File: config.mk
export PLATFORM = sky130hd
export DESIGN_NAME = riscv_ifetch
export DESIGN_NICKNAME = d
export VERILOG_FILES = /design/src/rtl/riscv_ifetch.sv
export SDC_FILE = /design/constraint.sdc
export NUM_CORES = 1
export LEC_CHECK = 0
export CORE_MARGIN = 8
export CORE_UTILIZATION = 60
export DETAILED_ROUTE_END_ITERATION = 12
export PLACE_DENSITY_LB_ADDON = 0.1
export RECOVER_POWER = 100
export SYNTH_ARGS = -nofsm -noshare
export SYNTH_HDL_FRONTEND = slang
export SYNTH_SLANG_ARGS = --single-unit
File: constraint.sdc
create_clock -name clk -period 6.5 [get_ports clk]
set_input_delay 0.975 -clock clk [delete_from_list [all_inputs] [get_ports clk]]
set_output_delay 0.975 -clock clk [all_outputs]
set_load 0.02 [all_outputs]
File: src/rtl/riscv_ifetch.sv
// riscv_ifetch: instruction fetch stage with a DEPTH-entry prefetch queue.
//
// Issues word-aligned requests to instruction memory (request/grant, in-order
// responses), buffers returned words with their PCs, and hands them to the
// core over a valid/ready handshake. A redirect flushes the queue, marks all
// in-flight requests for discard and restarts fetch at the target.
//
// Ports:
//   clk, rst                      clock, async active-high reset
//   imem_req/imem_addr/imem_gnt   fetch request channel
//   imem_rvalid/imem_rdata        in-order response channel
//   instr_valid/instr/instr_pc    queue head to the core
//   instr_ready                   core consumes the head
//   redirect/redirect_pc          taken branch/jump, flush and refetch
module riscv_ifetch #(
  parameter int          DEPTH    = 4,
  parameter logic [31:0] RESET_PC = 32'h0
) (
  input  logic        clk,
  input  logic        rst,
  output logic        imem_req,
  output logic [31:0] imem_addr,
  input  logic        imem_gnt,
  input  logic        imem_rvalid,
  input  logic [31:0] imem_rdata,
  output logic        instr_valid,
  output logic [31:0] instr,
  output logic [31:0] instr_pc,
  input  logic        instr_ready,
  input  logic        redirect,
  input  logic [31:0] redirect_pc
);
  localparam int AW = $clog2(DEPTH);
  localparam int CW = AW + 1;
  localparam logic [CW-1:0] C1  = CW'(1);
  localparam logic [AW-1:0] P1  = AW'(1);
  localparam logic [CW+1:0] CAP = (CW+2)'(DEPTH);

  typedef struct packed {
    logic [31:0] pc;
    logic [31:0] word;
  } entry_t;

  entry_t        q_mem [DEPTH];
  logic [AW-1:0] wr_ptr, rd_ptr;
  logic [CW-1:0] occ, outst, disc;
  logic [31:0]   fetch_pc;

  logic [CW+1:0] credit_used;
  logic          grant, push, drop, pop;
  logic [31:0]   resp_pc;
  entry_t        head;
  logic          redirect_pc_unused;

  assign redirect_pc_unused = ^redirect_pc[1:0];

  // Every queue slot is reserved at request time, so a live response always
  // has room and the queue can never overflow.
  assign credit_used = (CW+2)'(occ) + (CW+2)'(outst) + (CW+2)'(disc);
  assign imem_req    = !rst && !redirect && (credit_used < CAP);
  assign imem_addr   = fetch_pc;
  assign grant       = imem_req && imem_gnt;

  assign drop        = imem_rvalid && (disc != '0);
  assign push        = imem_rvalid && (disc == '0) && !redirect;
  assign instr_valid = (occ != '0);
  assign pop         = instr_valid && instr_ready && !redirect;

  // Live requests since the last redirect are sequential, so the oldest one
  // sits outst words behind the next fetch address.
  assign resp_pc = fetch_pc - (32'(outst) << 2);

  assign head     = q_mem[rd_ptr];
  assign instr    = instr_valid ? head.word : '0;
  assign instr_pc = instr_valid ? head.pc   : '0;

  always_ff @(posedge clk or posedge rst) begin
    if (rst) begin
      fetch_pc <= {RESET_PC[31:2], 2'b00};
      occ      <= '0;
      outst    <= '0;
      disc     <= '0;
      wr_ptr   <= '0;
      rd_ptr   <= '0;
    end else if (redirect) begin
      fetch_pc <= {redirect_pc[31:2], 2'b00};
      occ      <= '0;
      wr_ptr   <= '0;
      rd_ptr   <= '0;
      outst    <= '0;
      // No grant can happen here (imem_req is low). A response arriving now
      // is dropped whether it was live or already doomed, and it retires one
      // of the requests being folded into disc.
      disc     <= disc + outst - (imem_rvalid ? C1 : '0);
    end else begin
      if (grant) fetch_pc <= fetch_pc + 32'd4;
      if (push)  wr_ptr   <= wr_ptr + P1;
      if (pop)   rd_ptr   <= rd_ptr + P1;
      occ   <= occ   + (push  ? C1 : '0) - (pop  ? C1 : '0);
      outst <= outst + (grant ? C1 : '0) - (push ? C1 : '0);
      disc  <= disc  - (drop  ? C1 : '0);
    end
  end

  // Storage needs no reset: entries are only visible while occ covers them.
  always_ff @(posedge clk) begin
    if (push) q_mem[wr_ptr] <= {resp_pc, imem_rdata};
  end

endmodule

# == Yosys cells after proc, flatten, opt, wreduce, memory -nomap -nowiden ==
# Memories as Yosys holds them, arrays and structs flattened.
# Index checks and enable logic that the tools add are counted.
# op_classes
muxes,18
n_lt_le_gt_ge,1
addsub,13
reduce_logical,16
# op_table
operator,count
$mux 32,4
$add 32x3->32 const B,1
$sub 32x5->32,1
$sub 3x1->3,4
$mux 3,3
$logic_and 1x1->1,8
$mux 2,4
$mux 1,7
$add 3x3->3,2
$reduce_bool 2->1,3
$reduce_bool 3->1,2
$add 4x3->5,1
$lt 5x3->1 const B,1
$add 2x1->2 const B,2
$add 3x3->4,1
$add 3x1->3,1
$logic_not 3->1,1
$logic_not 1->1,2
# word_totals
mem_count,1
wordCells,55
ram_bits,256
regBits,45
out_inout_bits,98
# mem_list
name,depth,width,rd,rd_ports_with_merged_regs,write_ports,line,rtl
q_mem,4,64,1,0,1,44,entry_t q_mem [DEPTH];

# == Depth between registers and ports, before layout ==
# Gate-level depths: netlist (run 1).
# depth
word_depth,9
ltp_mapped,16
depth_no_buf,15

# == Least setup slack after synthesis (run 1) ==
# No wires, ideal clock.
# synth_path
path_kind,input to register
startpoint,in redirect
endpoint,mem q_mem[0][0] in the netlist's numbering (enable)
stages,6
path_slack_ns,2.791
t_required_ns,6.073
setup_time_ns,0.427
t_arrival_ns,3.282
path_cell_list,clkbuf_1 -> inv_1 -> clkbuf_1 -> and3_1 -> clkbuf_1 -> and2_1
# synth_via
elab_chain_len,4
# synth_rtl
element,line,rtl
start: declaration,30,"input logic redirect,"
$logic_not 1->1,65,assign push = imem_rvalid && (disc == '0) && !redirect;
$logic_and 1x1->1,65,
$mux 1,107,"if (push) q_mem[wr_ptr] <= {resp_pc, imem_rdata};"
$mux 1 (implied by the code),107,
end: declaration,44,
# No other way between the ends.

# == Worst setup path in the final report (run 1) ==
# layout_path
startpoint,in redirect
endpoint,mem q_mem[1][48] in the netlist's numbering (enable)
# Same word-level chain as after synthesis.

==> flow_metrics.env, run 1 <==
export IMPL_status="finished with violations"
export IMPL_violations="max-capacitance violations, max-slew violations"
export IMPL_power_mw=5.86
export IMPL_synth_edff_count=248
export IMPL_viasPerCell=6.05
export IMPL_multi_input_area_um2=3970
export IMPL_min_period_ns=5.28
export IMPL_synth_seq_area_share_pct=66.0
export IMPL_insertion_delay_ns=0.54
export IMPL_cts_max_path_buffers=3
export IMPL_design_area_um2=15600
export IMPL_synth_top_cell_area_share_pct=57.7
export IMPL_ys_seq_elements=291
export IMPL_min_from="occ[2]"
export IMPL_cts_setup_buffers=0
export IMPL_yosys_cell_types_count=62
export IMPL_cp_num_cells=6
export IMPL_synth_area_um2=12900
export IMPL_clkSinkCount=291
export IMPL_numCtsBuffers=30
export IMPL_drt_iter0_markers=577
export IMPL_crit_fanout=53
export IMPL_peakVddDrop_v=0.000248
export IMPL_fin_tns_setup_ns=0
export IMPL_final_cell_mix="edfxtp_1 (248), clkdlybuf4s50_1 (82), dlygate4sd3_1 (79)"
export IMPL_via_count=7629
export IMPL_whs_endpoint="occ[2]"
export IMPL_whs_path_depth=2
export IMPL_synthCells=813
export IMPL_final_max_slew_violation_count=314
export IMPL_yosys_area_top_type="edfxtp_1"
export IMPL_fmax_ghz=0.190
export IMPL_h_tree_depth=1
export IMPL_power_density_nw_per_um2=375
export IMPL_cap_violations=6
export IMPL_critical_path_buf_inv_count=4
export IMPL_required_ns=6.70
export IMPL_drt_pass1_iterations=5
export IMPL_grt_pass1_wl_um=44900
export IMPL_wl_um=28600
export IMPL_initial_core_util_pct=61.2
export IMPL_path_class="in -> reg"
export IMPL_end_kind="flop"
export IMPL_numPortBuffers=161
export IMPL_cts_repair_resized=0
export IMPL_overflow=0
export IMPL_drive_above_1_share_pct=12.7
export IMPL_synth_area_per_cell_um2=15.9
export IMPL_cp_data_arrival_time_ns=5.47
export IMPL_row_count=53
export IMPL_relSlewSlack_pct=-119
export IMPL_synth_warnings=0
export IMPL_rsz0062_at_grt="no"
export IMPL_crit_chain="dlygate4sd3_1 > buf_4 > inv_1 > and3_1 > and2_0 > buf_4"
export IMPL_cts_tree="built"
export IMPL_crit_family="simple AND/OR/NAND/NOR gates"
export IMPL_dieHeight_um=163
export IMPL_power_leakage_nw=5.32
export IMPL_post_route_period_util_pct=81.2
export IMPL_grt_pass1_vias=8061
export IMPL_clock_skew_final_ns=0.0174
export IMPL_finalWeightedCongestion=0.894
export IMPL_grt_max_degree=66
export IMPL_track_usage_pct=21.7
export IMPL_ys_async_sr_fraction_pct=14.8
export IMPL_clock_root_buffer="clkbuf_16"
export IMPL_synth_area_leaders="edfxtp_1 (58%), mux4_2 (11%), dfrtp_1 (8.3%)"
export IMPL_regArea_um2=8530
export IMPL_slowest_delay_ns=2.15
export IMPL_clk_pin_slew_ns=0.06
export IMPL_setup_violations_final=0
export IMPL_reg2reg_depth=11
export IMPL_antenna_cells=0
export IMPL_drcViolationCount=0
export IMPL_die_area_um2=26500
export IMPL_hold_violations=0
export IMPL_io_pins=168
export IMPL_place_hpwl_um=18500
export IMPL_worstReg2RegEnd="imem_addr[29]"
export IMPL_core_area_um2=21100
export IMPL_layout_commonest_cell="edfxtp_1"
export IMPL_place_ws_ns=1.96
export IMPL_r2r_setup_slack_ns=1.66
export IMPL_path_common_cell="buf_4"
export IMPL_final_nets=1058
export IMPL_routedWlPerCell_um=22.7
export IMPL_area_growth_pct=21.0
export IMPL_worst_slew_pin_slew_ns=3.29
export IMPL_die_w_um=163
export IMPL_antenna_found_initial=0
export IMPL_holdBufCountCts=0
export IMPL_synth_flop_cell="edfxtp_1"
export IMPL_r2r_start="outst[1]"
export IMPL_cpMaxStageDelayCell="and2_0"
export IMPL_ant_nets=0
export IMPL_dpl_cell_area_um2=14700
export IMPL_setup_ws_ns=1.22
export IMPL_hold_path_class="reg -> reg"
export IMPL_cp_start_kind="input pin"
export IMPL_fill_cells=1288
[final cells by class]
type / count / area share, %
flip-flops and latches: 291 / 54.6
multi-input cells: 436 / 25.4
repair buffers: 170 / 10.7
clock buffers: 42 / 5.49
well taps: 275 / 2.20
clock inverters: 13 / 0.801
inverters: 33 / 0.793
[per-layer routing]
layer | vias to the layer above | GRT usage, % | wire length, um
li1 | 3404 | - | -
met1 | 3874 | 28.1 | 11600
met2 | 305 | 37.2 | 14500
met3 | 46 | 3.94 | 1870
met4 | 0 | 5.84 | 586
met5 | - | 0 | 0
[cell families (layout without fill, tap and decap cells)]
| logic type | count (synthesis) | after routing | synth area share, % |
|---|---|---|---|
| AND/OR/NAND/NOR | 239 | 239 | 10.6 |
| multiplexers | 65 | 65 | 11.1 |
| XOR/XNOR | 36 | 36 | 2.44 |
| other | 1 | 4 | 0.0291 |
| adder cells (fa/ha/maj) | 26 | 26 | 2.93 |
| AO/OA/AOI/OAI | 66 | 66 | 3.98 |
| flip-flops | 291 | 291 | 66.0 |
| buffers and inverters | 89 | 258 | 2.94 |
[state kept, by name, summed over array words and instances (netlist names)]
signal / flops
occ: 3
wr_ptr: 2
disc: 3
imem_addr: 30
rd_ptr: 2
q_mem: 248
outst: 3
[cell usage after synthesis (all sizes together) (2+ instances only)]
master / number
nand3: 23
o31a: 2
edfxtp: 248
ha: 19
a21bo: 2
xnor2: 22
o21ai: 17
a21oi: 3
a21boi: 2
or4: 3
o311ai: 4
nor2: 30
clkbuf: 36
o21a: 2
and3: 8
a32o: 2
a311o: 2
o211ai: 2
nand2: 35
mux4: 62
fa: 7
buf: 20
or3: 7
a41oi: 3
nor4: 17
nor2b: 7
o31ai: 2
nand4: 8
nor3b: 7
inv: 33
and2: 70
dfrtp: 43
nor3: 19
xor2: 14
a21o: 2
mux2: 2
a221o: 14
[tightest hold or removal path, cell delays in order (launching register included)]
cell and delay (ns):
dfrtp_1 0.38, xnor2_1 0.14, nor2_1 0.05
[worst max path at each step]
| stage | from | endpoint | slack, ns |
|---|---|---|---|
| 5_1_grt | redirect | q_mem[1][34] | 0.86 |
| 2_1_floorplan | redirect | q_mem[0][0] | 2.79 |
| 3_5_place_dp | outst[1] | outst[2] | 1.96 |
| 4_1_cts | outst[1] | imem_req | 1.65 |
| 3_3_place_gp | redirect | q_mem[0][46] | 2.14 |
| 6_report | redirect | q_mem[1][48] | 1.22 |
[report_power, final]
part	total [mW]	switching, mW	internal, mW	leakage [nW]
registers	2.39	0.202	2.19	2.77
clock network	1.67	0.672	0.996	0.483
logic	1.80	0.941	0.862	2.07
total	5.86	1.81	4.05	5.32
[stage by stage]
| step | hold WS (ns) | std cells | util [%] |
|---|---|---|---|
| after floorplan | 0.524 | 816 | - |
| after global placement | 0.551 | 1205 | 69.7 |
| after detailed placement | 0.587 | 1205 | 69.7 |
| after CTS | 0.603 | 1260 | 74.4 |
| after global routing | 0.617 | 1260 | 74.1 |
| final | 0.599 | 1260 | 74.1 |
Note: power is estimated with default switching activity, not from simulation.
==> inputs of run 2 (changes only) <==
--- a/config.mk
+++ b/config.mk
@@ -6,7 +6,7 @@
 export NUM_CORES = 1
 export LEC_CHECK = 0
 export CORE_MARGIN = 8
-export CORE_UTILIZATION = 60
+export CORE_UTILIZATION = 50
 export DETAILED_ROUTE_END_ITERATION = 12
 export PLACE_DENSITY_LB_ADDON = 0.1
 export RECOVER_POWER = 100
==> constraint.sdc (replaced) <==
create_clock -name clk -period 4.5 [get_ports clk]
set_input_delay 0.675 -clock clk [delete_from_list [all_inputs] [get_ports clk]]
set_output_delay 0.675 -clock clk [all_outputs]
set_load 0.02 [all_outputs]
==> run 2 against run 1 <==
Cell count increased by 5.1%. Combinational power rose by 49%. Critical path type is now reg -> out. Setup slack worse by 0.93 ns. Critical path depth up 3. Sequential share of layout area decreased by 0.40 points. Non-clock buffer count increased by 7. The run still ends with max-capacitance violations, max-slew violations left. Flip-flop and latch count did not move.
==> flow_metrics.env, run 2 (synthesis gave the netlist of run 1 again) <==
export IMPL_status="finished with violations"
export IMPL_violations="max-capacitance violations, max-slew violations"
export IMPL_relSlewSlack_pct=-49.4
export IMPL_drive_above_1_share_pct=12.9
export IMPL_cp_data_arrival_time_ns=3.53
export IMPL_post_route_period_util_pct=93.5
export IMPL_crit_fanout=4
export IMPL_drt_pass1_iterations=5
export IMPL_core_area_um2=25700
export IMPL_clock_skew_final_ns=0.0251
export IMPL_power_mw=8.42
export IMPL_final_nets=1064
export IMPL_clk_pin_slew_ns=0.06
export IMPL_p_sw_share_pct=31.0
export IMPL_cts_setup_buffers=0
export IMPL_worst_slew_pin_slew_ns=2.24
export IMPL_io_pins=168
export IMPL_holdBufCountCts=0
export IMPL_p_switching_mw=2.61
export IMPL_fin_tns_setup_ns=0
export IMPL_fmax_ghz=0.238
export IMPL_finalWeightedCongestion=0.831
export IMPL_h_tree_depth=1
export IMPL_wl_um=28700
export IMPL_path_class="reg -> out"
export IMPL_combPwrFrac_pct=31.8
export IMPL_peakVddDrop_v=0.000349
export IMPL_ant_nets=0
export IMPL_die_area_um2=31200
export IMPL_layout_commonest_cell="edfxtp_1"
export IMPL_via_count=7489
export IMPL_dieHeight_um=177
export IMPL_drcViolationCount=0
export IMPL_antenna_cells=0
export IMPL_cap_violations=4
export IMPL_clock_root_buffer="clkbuf_16"
export IMPL_clkSinkCount=291
export IMPL_cts_tree="built"
export IMPL_power_density_nw_per_um2=535
export IMPL_insertion_delay_ns=0.55
export IMPL_cp_start_kind="flop"
export IMPL_routedWlPerCell_um=21.7
export IMPL_p_clk_share_pct=28.3
export IMPL_cts_repair_resized=0
export IMPL_row_count=59
export IMPL_min_period_ns=4.21
export IMPL_numPortBuffers=161
export IMPL_numCtsBuffers=29
export IMPL_end_kind="output pin"
export IMPL_track_usage_pct=18.2
export IMPL_power_leakage_nw=5.38
export IMPL_whs_ns=0.575
export IMPL_grt_pass1_vias=7743
export IMPL_setup_ws_ns=0.293
export IMPL_hold_violations=0
export IMPL_cts_max_path_buffers=3
export IMPL_area_growth_pct=21.9
export IMPL_hold_path_class="reg -> reg"
export IMPL_place_ws_ns=0.830
export IMPL_regMostFlops="q_mem"
export IMPL_intPower_mw=5.81
export IMPL_drt_iter0_markers=529
export IMPL_die_w_um=177
export IMPL_viasPerCell=5.66
export IMPL_final_max_slew_violation_count=173
export IMPL_setup_violations_final=0
export IMPL_largest_register_ffs=248
export IMPL_initial_core_util_pct=50.2
export IMPL_grt_pass1_wl_um=44500
export IMPL_overflow=0
export IMPL_rsz0062_at_grt="no"
export IMPL_place_hpwl_um=18800
export IMPL_antenna_found_initial=0
export IMPL_required_ns=3.83
export IMPL_final_cell_mix="edfxtp_1 (248), dlygate4sd3_1 (90), clkdlybuf4s50_1 (70)"
export IMPL_sequentialPowerShare_pct=39.9
export IMPL_grt_max_degree=66
run 2: changes by cell type in the layout (fill, tap and decap cells not counted), sizes merged:
| cell | change |
|---|---|
| inv | +1 |
| dlygate4sd3 | +11 |
| clkbuf | -2 |
| buf | +1 |
| clkdlybuf4s50 | -12 |
| clkinv | +3 |
| bufinv | +2 |
run 2: path summary, 6_finish.rpt:
path | to | start | slack (ns) | depth (start not counted)
worst max-delay path | imem_req | outst[1] | 0.29 | 9
worst min-delay path | occ[2] | occ[2] | 0.57 | 2
worst max register to register | imem_addr[29] | outst[1] | 0.42 | 11
worst min register to register | occ[2] | occ[2] | 0.57 | 2
max in group asynchronous | occ[2] | rst | 1.95 | 3
min in group asynchronous | imem_addr[23] | rst | 0.86 | 2
run 2: worst max-delay path, cell delays in order, from the launching register on:
cell	delay [ns]
dfrtp_1	0.45
inv_1	0.13
fa_1	0.57
nor2_1	0.07
fa_1	0.40
nor2b_1	0.20
nor2_1	0.06
nor4_1	0.25
and2_0	0.23
clkdlybuf4s50_1	0.65
run 2: metal layers:
layer  GRT usage (%)  wire length, um  up-vias  share of wire (%)
met2            29.7            13700      220                 48
met1            24.9            12500     3812                 44
met4            4.76              616        0                2.1
met5               0                0        -                  0
met3            3.48             1850       39                6.4
li1                -                -     3418                  -
run 2: area by class of cell:
type	instances	area [um2]
fill	1972	9950
tap	335	419
multi-input combinational	436	3990
clock buffer	33	741
inverter	33	124
sequential	291	8530
clock inverter	19	198
timing repair buffer	177	1740
run 2: power groups by stage:
stage	combinational (mW)	clock [mW]	sequential, mW
2_1_floorplan	1.77	0	3.35
4_1_cts	2.83	2.43	3.37
6_report	2.68	2.38	3.36
5_1_grt	2.92	2.53	3.39
3_5_place_dp	2.81	0	3.42
3_3_place_gp	2.80	0	3.42
run 2: metrics by stage:
step	std cells	area, um2	utilization (%)
after floorplan	816	12900	-
after global placement	1272	14900	58.0
after detailed placement	1272	14900	58.0
after CTS	1324	15800	61.7
after global routing	1324	15700	61.3
final	1324	15700	61.3
